## config.mk

```make
export PLATFORM = sky130hd
export DESIGN_NAME = uvma_axi_wr_responder
export DESIGN_NICKNAME = d
export VERILOG_FILES = /design/src/rtl/uvma_axi_wr_responder.sv
export SDC_FILE = /design/constraint.sdc
export NUM_CORES = 1
export LEC_CHECK = 0
export CAP_MARGIN = 20
export CORE_MARGIN = 1
export CORE_UTILIZATION = 35
export DETAILED_ROUTE_END_ITERATION = 10
export HOLD_SLACK_MARGIN = 0.06
export PLACE_DENSITY_LB_ADDON = 0.05
export SLEW_MARGIN = 10
export SYNTH_ARGS = -nofsm -noshare
export SYNTH_HDL_FRONTEND = slang
export SYNTH_SLANG_ARGS = --single-unit
```

## constraint.sdc

```tcl
create_clock -name clk -period 5.2 [get_ports clk]
set_input_delay 1.04 -clock clk [delete_from_list [all_inputs] [get_ports clk]]
set_output_delay 1.04 -clock clk [all_outputs]
set_load 0.05 [all_outputs]
```

## src/rtl/uvma_axi_wr_responder.sv

```systemverilog
`default_nettype none
// ============================================================================
// Module      : uvma_axi_wr_responder
// Description : AXI write-path slave responder. Queues AW requests, accepts W
//               beats in order, issues one mem write strobe per beat, returns B.
//               Optional macro UVMA_AXI_WR_LAST_CHK_EN adds w_last checking
//               and the err_cnt output.
// Revision    : 1.0 - initial release
// ============================================================================
module uvma_axi_wr_responder #(
    parameter int ID_WIDTH   = 4,
    parameter int ADDR_WIDTH = 64,
    parameter int DATA_WIDTH = 64,
    parameter int AW_DEPTH   = 4
) (
    input  logic                    clk,
    input  logic                    rst,
    input  logic [ID_WIDTH-1:0]     aw_id,
    input  logic [ADDR_WIDTH-1:0]   aw_addr,
    input  logic [7:0]              aw_len,
    input  logic [2:0]              aw_size,
    input  logic [1:0]              aw_burst,
    input  logic                    aw_lock,
    input  logic                    aw_valid,
    output logic                    aw_ready,
    input  logic [DATA_WIDTH-1:0]   w_data,
    input  logic [DATA_WIDTH/8-1:0] w_strb,
    input  logic                    w_last,
    input  logic                    w_valid,
    output logic                    w_ready,
    output logic [ID_WIDTH-1:0]     b_id,
    output logic [1:0]              b_resp,
    output logic                    b_valid,
    input  logic                    b_ready,
`ifdef UVMA_AXI_WR_LAST_CHK_EN
    output logic [15:0]             err_cnt,
`endif
    output logic                    mem_we,
    output logic [ADDR_WIDTH-1:0]   mem_addr,
    output logic [DATA_WIDTH-1:0]   mem_wdata,
    output logic [DATA_WIDTH/8-1:0] mem_wstrb
);

    localparam int c_STRB_W = DATA_WIDTH / 8;
    localparam int c_PTR_W  = $clog2(AW_DEPTH);
    localparam int c_AW_W   = ID_WIDTH + ADDR_WIDTH + 8 + 3 + 2 + 1;
    localparam logic [c_PTR_W:0]     c_FULL = (c_PTR_W + 1)'(AW_DEPTH);
    localparam logic [ADDR_WIDTH-1:0] c_ONE = {{(ADDR_WIDTH-1){1'b0}}, 1'b1};

    localparam logic [1:0] c_ST_IDLE = 2'd0;
    localparam logic [1:0] c_ST_DATA = 2'd1;
    localparam logic [1:0] c_ST_RESP = 2'd2;

    localparam logic [1:0] c_BURST_FIXED = 2'b00;
    localparam logic [1:0] c_BURST_WRAP  = 2'b10;
    localparam logic [1:0] c_BURST_RSVD  = 2'b11;

    localparam logic [1:0] c_RESP_OKAY   = 2'b00;
    localparam logic [1:0] c_RESP_EXOKAY = 2'b01;
    localparam logic [1:0] c_RESP_SLVERR = 2'b10;

    logic [c_AW_W-1:0]     r_q [AW_DEPTH];
    logic [c_PTR_W-1:0]    r_wr_ptr;
    logic [c_PTR_W-1:0]    r_rd_ptr;
    logic [c_PTR_W:0]      r_count;
    logic [c_PTR_W:0]      w_count_nxt;
    logic                  r_aw_ready;

    logic [1:0]            r_state;
    logic [7:0]            r_cnt;
    logic [ADDR_WIDTH-1:0] r_addr;
    logic                  r_err;
    logic                  r_b_valid;
    logic [ID_WIDTH-1:0]   r_b_id;
    logic [1:0]            r_b_resp;
    logic                  r_mem_we;
    logic [ADDR_WIDTH-1:0] r_mem_addr;
    logic [DATA_WIDTH-1:0] r_mem_wdata;
    logic [c_STRB_W-1:0]   r_mem_wstrb;

    logic [ID_WIDTH-1:0]   w_hd_id;
    logic [ADDR_WIDTH-1:0] w_hd_addr;
    logic [7:0]            w_hd_len;
    logic [2:0]            w_hd_size;
    logic [1:0]            w_hd_burst;
    logic                  w_hd_lock;

    logic                  w_push;
    logic                  w_pop;
    logic                  w_wrap_ok;
    logic                  w_bad_burst;
    logic [ADDR_WIDTH-1:0] w_bytes;
    logic [ADDR_WIDTH-1:0] w_wrap_mask;
    logic [ADDR_WIDTH-1:0] w_incr;
    logic [ADDR_WIDTH-1:0] w_addr_nxt;
    logic                  w_final_beat;
    logic                  w_last_err;
    logic                  w_err_beat;

    assign {w_hd_id, w_hd_addr, w_hd_len, w_hd_size, w_hd_burst, w_hd_lock} = r_q[r_rd_ptr];

    assign w_push = aw_valid & r_aw_ready;
    assign w_pop  = r_b_valid & b_ready;

    always_comb begin
        w_count_nxt = r_count;
        case ({w_push, w_pop})
            2'b10:   w_count_nxt = r_count + 1'b1;
            2'b01:   w_count_nxt = r_count - 1'b1;
            default: w_count_nxt = r_count;
        endcase
    end

    // Only power-of-two wrap lengths of 2/4/8/16 beats are legal; others fall back to INCR
    assign w_wrap_ok   = (w_hd_burst == c_BURST_WRAP) &&
                         ((w_hd_len == 8'd1) || (w_hd_len == 8'd3) ||
                          (w_hd_len == 8'd7) || (w_hd_len == 8'd15));
    assign w_bad_burst = (w_hd_burst == c_BURST_RSVD) ||
                         ((w_hd_burst == c_BURST_WRAP) && !w_wrap_ok);

    assign w_bytes     = c_ONE << w_hd_size;
    assign w_wrap_mask = ((({{(ADDR_WIDTH-8){1'b0}}, w_hd_len}) + c_ONE) << w_hd_size) - c_ONE;
    assign w_incr      = r_addr + w_bytes;

    always_comb begin
        w_addr_nxt = w_incr;
        if (w_hd_burst == c_BURST_FIXED) begin
            w_addr_nxt = r_addr;
        end else if (w_wrap_ok) begin
            w_addr_nxt = (r_addr & ~w_wrap_mask) | (w_incr & w_wrap_mask);
        end
    end

    assign w_final_beat = (r_cnt == w_hd_len);

`ifdef UVMA_AXI_WR_LAST_CHK_EN
    logic [15:0] r_err_cnt;
    assign w_last_err = (w_last != w_final_beat);
    assign err_cnt    = r_err_cnt;
`else
    logic w_unused_last;
    assign w_unused_last = w_last;
    assign w_last_err    = 1'b0;
`endif

    assign w_err_beat = r_err | w_last_err;

    always_ff @(posedge clk) begin
        if (w_push) begin
            r_q[r_wr_ptr] <= {aw_id, aw_addr, aw_len, aw_size, aw_burst, aw_lock};
        end
    end

    always_ff @(posedge clk) begin
        if (rst) begin
            r_wr_ptr    <= '0;
            r_rd_ptr    <= '0;
            r_count     <= '0;
            r_aw_ready  <= 1'b0;
            r_state     <= c_ST_IDLE;
            r_cnt       <= 8'd0;
            r_addr      <= '0;
            r_err       <= 1'b0;
            r_b_valid   <= 1'b0;
            r_b_id      <= '0;
            r_b_resp    <= c_RESP_OKAY;
            r_mem_we    <= 1'b0;
            r_mem_addr  <= '0;
            r_mem_wdata <= '0;
            r_mem_wstrb <= '0;
`ifdef UVMA_AXI_WR_LAST_CHK_EN
            r_err_cnt   <= 16'd0;
`endif
        end else begin
            // Ready derives from the updated count, so a pop while full cannot reopen it in the same cycle
            r_count    <= w_count_nxt;
            r_aw_ready <= (w_count_nxt != c_FULL);
            if (w_push) r_wr_ptr <= r_wr_ptr + 1'b1;
            if (w_pop)  r_rd_ptr <= r_rd_ptr + 1'b1;
            r_mem_we <= 1'b0;

            case (r_state)
                c_ST_IDLE: begin
                    if (r_count != '0) begin
                        r_addr  <= w_hd_addr;
                        r_cnt   <= 8'd0;
                        r_err   <= w_bad_burst;
                        r_state <= c_ST_DATA;
                    end
                end
                c_ST_DATA: begin
                    if (w_valid) begin
                        r_mem_we    <= 1'b1;
                        r_mem_addr  <= r_addr;
                        r_mem_wdata <= w_data;
                        r_mem_wstrb <= w_strb;
                        r_cnt       <= r_cnt + 8'd1;
                        r_addr      <= w_addr_nxt;
                        r_err       <= w_err_beat;
                        if (w_final_beat) begin
                            r_state   <= c_ST_RESP;
                            r_b_valid <= 1'b1;
                            r_b_id    <= w_hd_id;
                            r_b_resp  <= w_err_beat ? c_RESP_SLVERR :
                                         (w_hd_lock ? c_RESP_EXOKAY : c_RESP_OKAY);
                        end
                    end
                end
                c_ST_RESP: begin
                    if (b_ready) begin
                        r_b_valid <= 1'b0;
                        r_state   <= c_ST_IDLE;
`ifdef UVMA_AXI_WR_LAST_CHK_EN
                        if (r_err && (r_err_cnt != 16'hFFFF)) begin
                            r_err_cnt <= r_err_cnt + 16'd1;
                        end
`endif
                    end
                end
                default: r_state <= c_ST_IDLE;
            endcase
        end
    end

    assign aw_ready  = r_aw_ready;
    assign w_ready   = (r_state == c_ST_DATA);
    assign b_valid   = r_b_valid;
    assign b_id      = r_b_id;
    assign b_resp    = r_b_resp;
    assign mem_we    = r_mem_we;
    assign mem_addr  = r_mem_addr;
    assign mem_wdata = r_mem_wdata;
    assign mem_wstrb = r_mem_wstrb;

endmodule
`default_nettype wire

```

==> parameters.txt, run 1 <==
Parameter                              Value

Run status
  Run status ... completed

Logic synthesis
  Syn nets ... 2202
  Most used flip-flop cell after synthesis ... edfxtp_1
  Area contributors post-synth ... edfxtp_1, dfxtp_1, mux4_2, nand2_1, a21oi_1
  Library cell with the largest summed area after synthesis ... edfxtp_1
  EDFF count, synth ... between 300 and 400
  Number of library cell types mapped by synthesis ... 76
  Cell area after synthesis ... 23680 sq um
  FF+latch count, synth ... 557
  Mux share of post-synthesis cell area ... 8.398%
  Most repeated cell in the gate-level netlist after synthesis ... nand2_1
  Most frequent cells after synthesis ... nand2_1, edfxtp_1, dfxtp_1
  Sequential share of the synthesized area ... 60.97%
  Number of warnings printed during yosys synthesis ... 0
  Basic-gate share of the synthesized area counting and, or, nand and nor cells ... 13.27%
  Post-synth ARST share ... 0%
  Synthesized netlist cell count ... approximately 2000
  Fraction of synthesized cell area in xor and xnor cells ... about 1.5%
  Synth top area share ... between 40% and 50%
  Mean post-synth cell area ... around 12 sq um
  Share of synthesized cell area in full adder, half adder and majority cells ... 1.120%
  Main combinational cell family by area after synthesis ... simple AND/OR/NAND/NOR gates
  Fraction of the mapped netlist area in compound gates ... 11.56%

STA
  Worst-Margin Slew ... 1.025 ns
  Accumulated negative setup slack ... 0 ns
  Worst clock skew ... 0.02080 ns
  Final number of max-transition violations ... 0
  RSZ-0062 raised after global routing ... false
  Number of endpoints failing setup at the final stage ... 0
  Final period utilization ... 92.96%
  Final critical delay including setup and external delays ... around 4.8 ns
  Final Hold Vio Count ... 0
  Fmax ... 206.9 MHz
  Slew margin rel. ... 31.38%

Power
  Fraction of power spent switching nets ... 24.85%
  Total power after layout ... approximately 10 mW
  Switching power of the nets ... 2.538 mW
  Clock share of power ... around two fifths
  Sequential share of power ... 48.5%
  Internal power summed over all cells ... roughly 7.7 mW
  Leakage power total ... 9.504 nW
  Total power divided by cell area ... ~340 nW/um^2
  Comb power frac ... 10.1%
  Maximum VDD drop ... around 0.00024 V

Drt
  Remaining antenna violation count ... 0
  Via total after detailed routing ... 17160
  DRC violations left ... 0
  Via-to-Cell Ratio ... about 5.3
  Final wirelength ... ~72 mm
  Pre-Repair DR Iteration Count ... 5
  Wire length per cell after detailed routing ... 22.40 microns
  Number of design-rule violations left by the first detailed-router iteration ... between 1000 and 1500

Final layout
  Final net count ... roughly 2500
  Layout-stage area growth over the synthesis result ... 25.01%
  Fraction of final layout cells with drive strength greater than 1 ... a little over a tenth

CTS
  Clock sink count ... 557
  Worst-Skew Late Latency ... 0.63 ns
  Clock root buffer ... clkbuf_16
  Number of hold-repair buffers added at the cts stage ... 0
  Number of CTS-inserted buffers ... 60
  Buffers inserted by post-CTS timing repair ... 0
  Level count of the clock H-tree ... 2
  Clock tree from TritonCTS ... built
  Clock transition time at the flip-flop clock pins of the worst setup and hold paths ... 0.06 ns
  Deepest clock path buffer count ... 3

Global routing
  Sum of overflow across all layers after global routing ... 0
  Total global-route track usage ... 20.56%
  Number of antenna violations at the first check in global routing ... 1
  First-pass GRT wire length ... 106.9 mm
  Largest net degree at the start of global routing ... 80
  Number of global-route vias before repair ... 16690

Floorplan
  Count of boundary I/O pins ... 306
  Horizontal extent of the die ... 262.1 microns
  Height of the die ... 262.1 microns
  Die Outline Area ... about 69000 sq um
  Placeable core region ... 66330 sq um
  Starting density of the core ... 35.69%
  Row count ... between 90 and 100

Worst setup path
  Setup CP Type ... flip-flop to flip-flop
  Worst Reg2Reg Path Length in Cells ... 16
  Critical path launch point type ... flip-flop
  CP arrival ... 5.32 ns
  Required time of the critical path ... 5.69 ns
  Critical Path Sink Type ... flip-flop
  Register-to-register path setup slack ... 0.37 ns
  Maximum fanout count along the critical path ... 5

Placement
  Half-perimeter wire length after placement ... 48.17 mm
  IO Port Bufs ... 304
  Weighted congestion at the end of routability-driven global placement ... between 0.8 and 0.9

Hold path
  Worst hold path endpoint ... mem_wdata[32]
  Min-Delay Startpoint ... mem_wdata[32]
  Hold Path Class ... flip-flop to flip-flop
  Hold path cells ... 2

Flow run
  Number of maximum-capacitance constraint violations ... 0
==> layout by cell type, fill, tap and decap left out, types with 13 or more instances in the layout <==
| cell type | n |
|---|---|
| a21oi_1 | 205 |
| ha_1 | 18 |
| mux2i_1 | 13 |
| nand4_1 | 22 |
| edfxtp_1 | 328 |
| and3_1 | 20 |
| buf_4 | 39 |
| xor2_1 | 25 |
| nor4_1 | 15 |
| nand2_1 | 371 |
| nor3_1 | 35 |
| inv_1 | 42 |
| o21ai_0 | 34 |
| clkbuf_1 | 16 |
| nand3_1 | 47 |
| and2_1 | 35 |
| xnor2_1 | 15 |
| clkdlybuf4s50_1 | 303 |
| mux4_2 | 81 |
| o211ai_1 | 15 |
| o32ai_1 | 15 |
| nor2_1 | 103 |
| clkbuf_16 | 61 |
| a31oi_1 | 24 |
| or3_1 | 13 |
| a211oi_1 | 15 |
| dfxtp_1 | 227 |
==> timing repair <==
item,CTS,global route
endpoints found under the hold margin,0,0
setup endpoints to repair,0,3
gates resized for setup,0,2
==> cell families after synthesis <==
| group | Yosys count |
|---|---|
| AND/OR/NAND/NOR | 703 |
| flip-flops | 557 |
| AO/OA/AOI/OAI | 424 |
| buffers and inverters | 181 |
| multiplexers | 97 |
| XOR/XNOR | 40 |
| adder cells (fa/ha/maj) | 20 |
==> power groups by stage <==
stage,sequential (mW),combinational (mW),clock (mW)
2_1_floorplan,5.10,0.519,0
6_report,4.95,1.03,4.23
3_3_place_gp,5.04,1.03,0
3_5_place_dp,5.04,1.04,0
5_1_grt,4.97,1.12,4.53
4_1_cts,4.95,1.04,4.36
==> worst max-delay path by stage <==
stage,endpoint,cells past startpoint
CTS,flip-flop,15
detailed placement,flip-flop,15
finish,flip-flop,16
global route,flip-flop,16
floorplan,flip-flop,19
global placement,flip-flop,15
==> per-stage QoR <==
stage | utilization, % | hold slack, ns | setup WS, ns | cell area, sq um | instances
after floorplan | - | 0.4419 | 0.1542 | 23680 | 2022
after global placement | 41.68 | 0.4404 | 0.2415 | 27650 | 3096
after detailed placement | 41.68 | 0.4471 | 0.2941 | 27650 | 3096
after CTS | 44.60 | 0.4554 | 0.2676 | 29590 | 3209
after global routing | 44.62 | 0.4693 | 0.01439 | 29600 | 3210
final | 44.62 | 0.4520 | 0.3659 | 29600 | 3210
==> worst max-delay path: stages, from the launching register on <==
cell	delay [ns]
dfxtp_4	0.39
mux4_2	0.51
or2_1	0.31
nor2_1	0.11
ha_1	0.19
inv_1	0.06
fa_1	0.38
nor2b_1	0.15
o21ai_0	0.12
a21boi_0	0.27
o21ai_0	0.24
a2111oi_2	0.58
nand4_1	0.21
or4_1	0.53
or2_2	0.29
a311oi_1	0.27
o32ai_1	0.10
==> layer usage <==
metal / part of all wire, % / wire length, microns / global-route usage (%)
met5: 0 / 0 / 0
met4: 1.8 / 1329 / 5.299
met3: 6.7 / 4831 / 3.858
met2: 46 / 32770 / 32.69
met1: 46 / 32980 / 28.81
==> final cells by class <==
type / instances / area, sq um
Antenna cell: 1 / 2.502
Inverter: 43 / 161.4
Tap cell: 864 / 1081
Timing Repair Buffer: 348 / 3437
Fill cell: 6183 / 36740
Sequential cell: 557 / 14440
Clock inverter: 31 / 284.0
Clock buffer: 82 / 1655
Multi-Input combinational cell: 1284 / 8534
(Power assumes the default switching activity.)
==> run 2: changes to the inputs <==
--- a/config.mk
+++ b/config.mk
@@ -5,12 +5,15 @@
 export SDC_FILE = /design/constraint.sdc
 export NUM_CORES = 1
 export LEC_CHECK = 0
+export ABC_CLOCK_PERIOD_IN_PS = 5200
 export CAP_MARGIN = 20
 export CORE_MARGIN = 1
 export CORE_UTILIZATION = 35
+export CTS_BUF_LIST = sky130_fd_sc_hd__clkbuf_4
 export DETAILED_ROUTE_END_ITERATION = 10
 export HOLD_SLACK_MARGIN = 0.06
 export PLACE_DENSITY_LB_ADDON = 0.05
+export SKIP_CTS_REPAIR_TIMING = 1
 export SLEW_MARGIN = 10
 export SYNTH_ARGS = -nofsm -noshare
 export SYNTH_HDL_FRONTEND = slang
==> run 2 against run 1 <==
Net effect:
- combinational power hardly changed
- highest routed layer unchanged
- maximum frequency is 0.32% higher
- clock skew is 0.035 ns higher
- worst hold slack better by 0.0013 ns
- die area stayed put
- non-clock buffer count stayed put
- first-iteration DRC count is 4.7% lower
- setup slack better by 0.015 ns
- global-route usage is 0.59 points higher
- utilization is 0.25 points higher
- routed wire length is 1.7% higher
- via count is 3.4% higher
==> parameters.txt, run 2 (synthesized netlist as in run 1, its figures left out) <==
Parameter                              Value

Drt
  Remaining antenna violation count ... 0 (unchanged)
  Wire length per cell after detailed routing ... 21.66 microns (was 22.40 microns)
  Via-to-Cell Ratio ... 5.257 (was 5.345)
  DRC violations left ... 0 (unchanged)
  Pre-Repair DR Iteration Count ... 7 (was 5)
  Via total after detailed routing ... 17750 (was 17160)
  Number of design-rule violations left by the first detailed-router iteration ... 1332 (was 1398)
  Final wirelength ... 73.13 mm (was 71.91 mm)

Floorplan
  Placeable core region ... 66330 sq um (unchanged)
  Row count ... 94 (unchanged)
  Horizontal extent of the die ... 262.1 microns (unchanged)
  Die Outline Area ... 68690 sq um (unchanged)
  Count of boundary I/O pins ... 306 (unchanged)
  Starting density of the core ... 35.69% (unchanged)
  Height of the die ... 262.1 microns (unchanged)

Power
  Total power after layout ... 10.20 mW (was 10.21 mW)
  Total power divided by cell area ... 342.8 nW/um^2 (was 345.0 nW/um^2)
  Leakage power total ... 9.781 nW (was 9.504 nW)
  Maximum VDD drop ... 0.0001738 V (was 0.0002393 V)

STA
  Final Hold Vio Count ... 0 (unchanged)
  Number of endpoints failing setup at the final stage ... 0 (unchanged)
  Worst-Margin Slew ... 1.053 ns (was 1.025 ns)
  Hold_ws ... 0.4533 ns (was 0.4520 ns)
  Slew margin rel. ... 29.54% (was 31.38%)
  Final number of max-transition violations ... 0 (unchanged)
  Worst clock skew ... 0.05608 ns (was 0.02080 ns)
  Final period utilization ... 92.67% (was 92.96%)
  RSZ-0062 raised after global routing ... false (unchanged)
  Fmax ... 207.5 MHz (was 206.9 MHz)
  Final critical delay including setup and external delays ... 4.819 ns (was 4.834 ns)
  Accumulated negative setup slack ... 0 ns (unchanged)
  Smallest setup slack after layout ... 0.3814 ns (was 0.3659 ns)

CTS
  Worst-Skew Late Latency ... 0.96 ns (was 0.63 ns)
  Deepest clock path buffer count ... 3 (unchanged)
  Level count of the clock H-tree ... 4 (was 2)
  Clock sink count ... 557 (unchanged)
  Clock root buffer ... clkbuf_4 (was clkbuf_16)
  Clock tree from TritonCTS ... built (unchanged)
  Number of CTS-inserted buffers ... 157 (was 60)
  Clock transition time at the flip-flop clock pins of the worst setup and hold paths ... 0.07 ns (was 0.06 ns)

Global routing
  Total global-route track usage ... 21.15% (was 20.56%)
  Largest net degree at the start of global routing ... 80 (unchanged)
  First-pass GRT wire length ... 108.9 mm (was 106.9 mm)
  Number of antenna violations at the first check in global routing ... 3 (was 1)
  Sum of overflow across all layers after global routing ... 0 (unchanged)
  GR Layer Usage met3 ... 5.382% (was 3.858%)
  Met1 track demand over resource in global routing ... 28.46% (was 28.81%)
  Met2 capacity usage during global routing ... 33.17% (was 32.69%)
  Number of global-route vias before repair ... 17580 (was 16690)
  Highest-utilization routing layer at the global route stage ... met2 (unchanged)

Final layout
  Most used cells in the layout excluding fill and tap cells ... nand2_1, edfxtp_1, clkdlybuf4s50_1, clkbuf_4, dfxtp_1 (was nand2_1, edfxtp_1, clkdlybuf4s50_1, dfxtp_1, a21oi_1)
  End-of-flow core utilization ... 44.87% (was 44.62%)
  Fraction of final layout cells with drive strength greater than 1 ... 16.42% (was 10.87%)
  Final net count ... 2571 (was 2474)
  Layout-stage area growth over the synthesis result ... 25.72% (was 25.01%)
  Final cell area excluding filler cells ... 29760 sq um (was 29600 sq um)
  Final Non-Filler Cells ... 3376 (was 3210)
  Most common cell after layout, fill and taps aside ... nand2_1 (unchanged)

Worst setup path
  Slowest stage cell on the critical path ... a2111oi_2 (unchanged)
  Most frequent cell on the critical path ... o21ai_0 (unchanged)
  Peak per-stage delay on the critical path ... 0.58 ns (about the same)
  Maximum fanout count along the critical path ... 5 (unchanged)
  Critical path launch point type ... flip-flop (unchanged)
  Series of cell instances along the critical path ... mux4_2, or2_1, nor2_1, ha_1, inv_1, fa_1, nor2b_1, o21ai_0, a21boi_0, o21ai_0, a2111oi_2, nand4_1, or4_1, or2_2, a311oi_1, o32ai_1 (unchanged)
  Required time of the critical path ... 6.03 ns (was 5.69 ns)
  Critical Path Sink Type ... flip-flop (unchanged)
  CP arrival ... 5.64 ns (was 5.32 ns)
  Setup CP Type ... flip-flop to flip-flop (unchanged)

Placement
  Half-perimeter wire length after placement ... 48.17 mm (unchanged)
  Worst slack after detailed placement ... 0.2941 ns (unchanged)
  Instance count after placement with tap cells included ... 3096 (unchanged)
  IO Port Bufs ... 304 (unchanged)
  Weighted congestion at the end of routability-driven global placement ... 0.8580 (unchanged)
  Total placed instance area ... 27650 sq um (unchanged)

Hold path
  Hold Path Class ... flip-flop to flip-flop (unchanged)

Run status
  Run status ... completed (unchanged)

Flow run
  Number of maximum-capacitance constraint violations ... 0 (unchanged)
run 2: cell count changes in the layout (fill, tap and decap cells not counted), sizes merged:
cell    change
bufinv      +2
inv         -1
clkbuf    +148
clkinv     +15
diode       +2
run 2: power by group:
part / internal, mW / switching [mW]
sequential: 4.82 / 0.132
clock: 2.36 / 1.85
combinational: 0.387 / 0.646
total: 7.57 / 2.63
run 2: metal layers:
metal / part of all wire (%) / wire length [microns] / vias up
li1: - / - / 8353
met1: 45 / 33230 / 8684
met2: 46 / 33490 / 612
met3: 7.0 / 5098 / 97
met4: 1.8 / 1313 / 0
met5: 0 / 0 / -
run 2: worst paths after layout:
kind / startpoint / to / slack (ns) / cells past startpoint
max: flip-flop / flip-flop / 0.38 / 16
min: mem_addr[36] / mem_addr[36] / 0.45 / 2
max reg2reg: flip-flop / flip-flop / 0.38 / 16
min reg2reg: mem_addr[36] / mem_addr[36] / 0.45 / 2
run 2: critical path: cells and delay by family, from the launching register on:
kind	cells	cell delay, ns
and+or+nand+nor	6	1.60
AOI/OAI and AO/OA	6	1.58
adders and majority gates	2	0.58
muxes	1	0.51
DFF	1	0.39
buffers and inverters	1	0.06
run 2: layout make-up:
cell class / instances / area [sq um]
antenna: 3 / 7.507
sequential: 557 / 14440
clock buffer: 230 / 1727
multi-input combinational: 1284 / 8539
fill: 6291 / 36570
inverter: 43 / 161.4
timing repair buffer: 348 / 3437
clock inverter: 47 / 369.1
tap: 864 / 1081
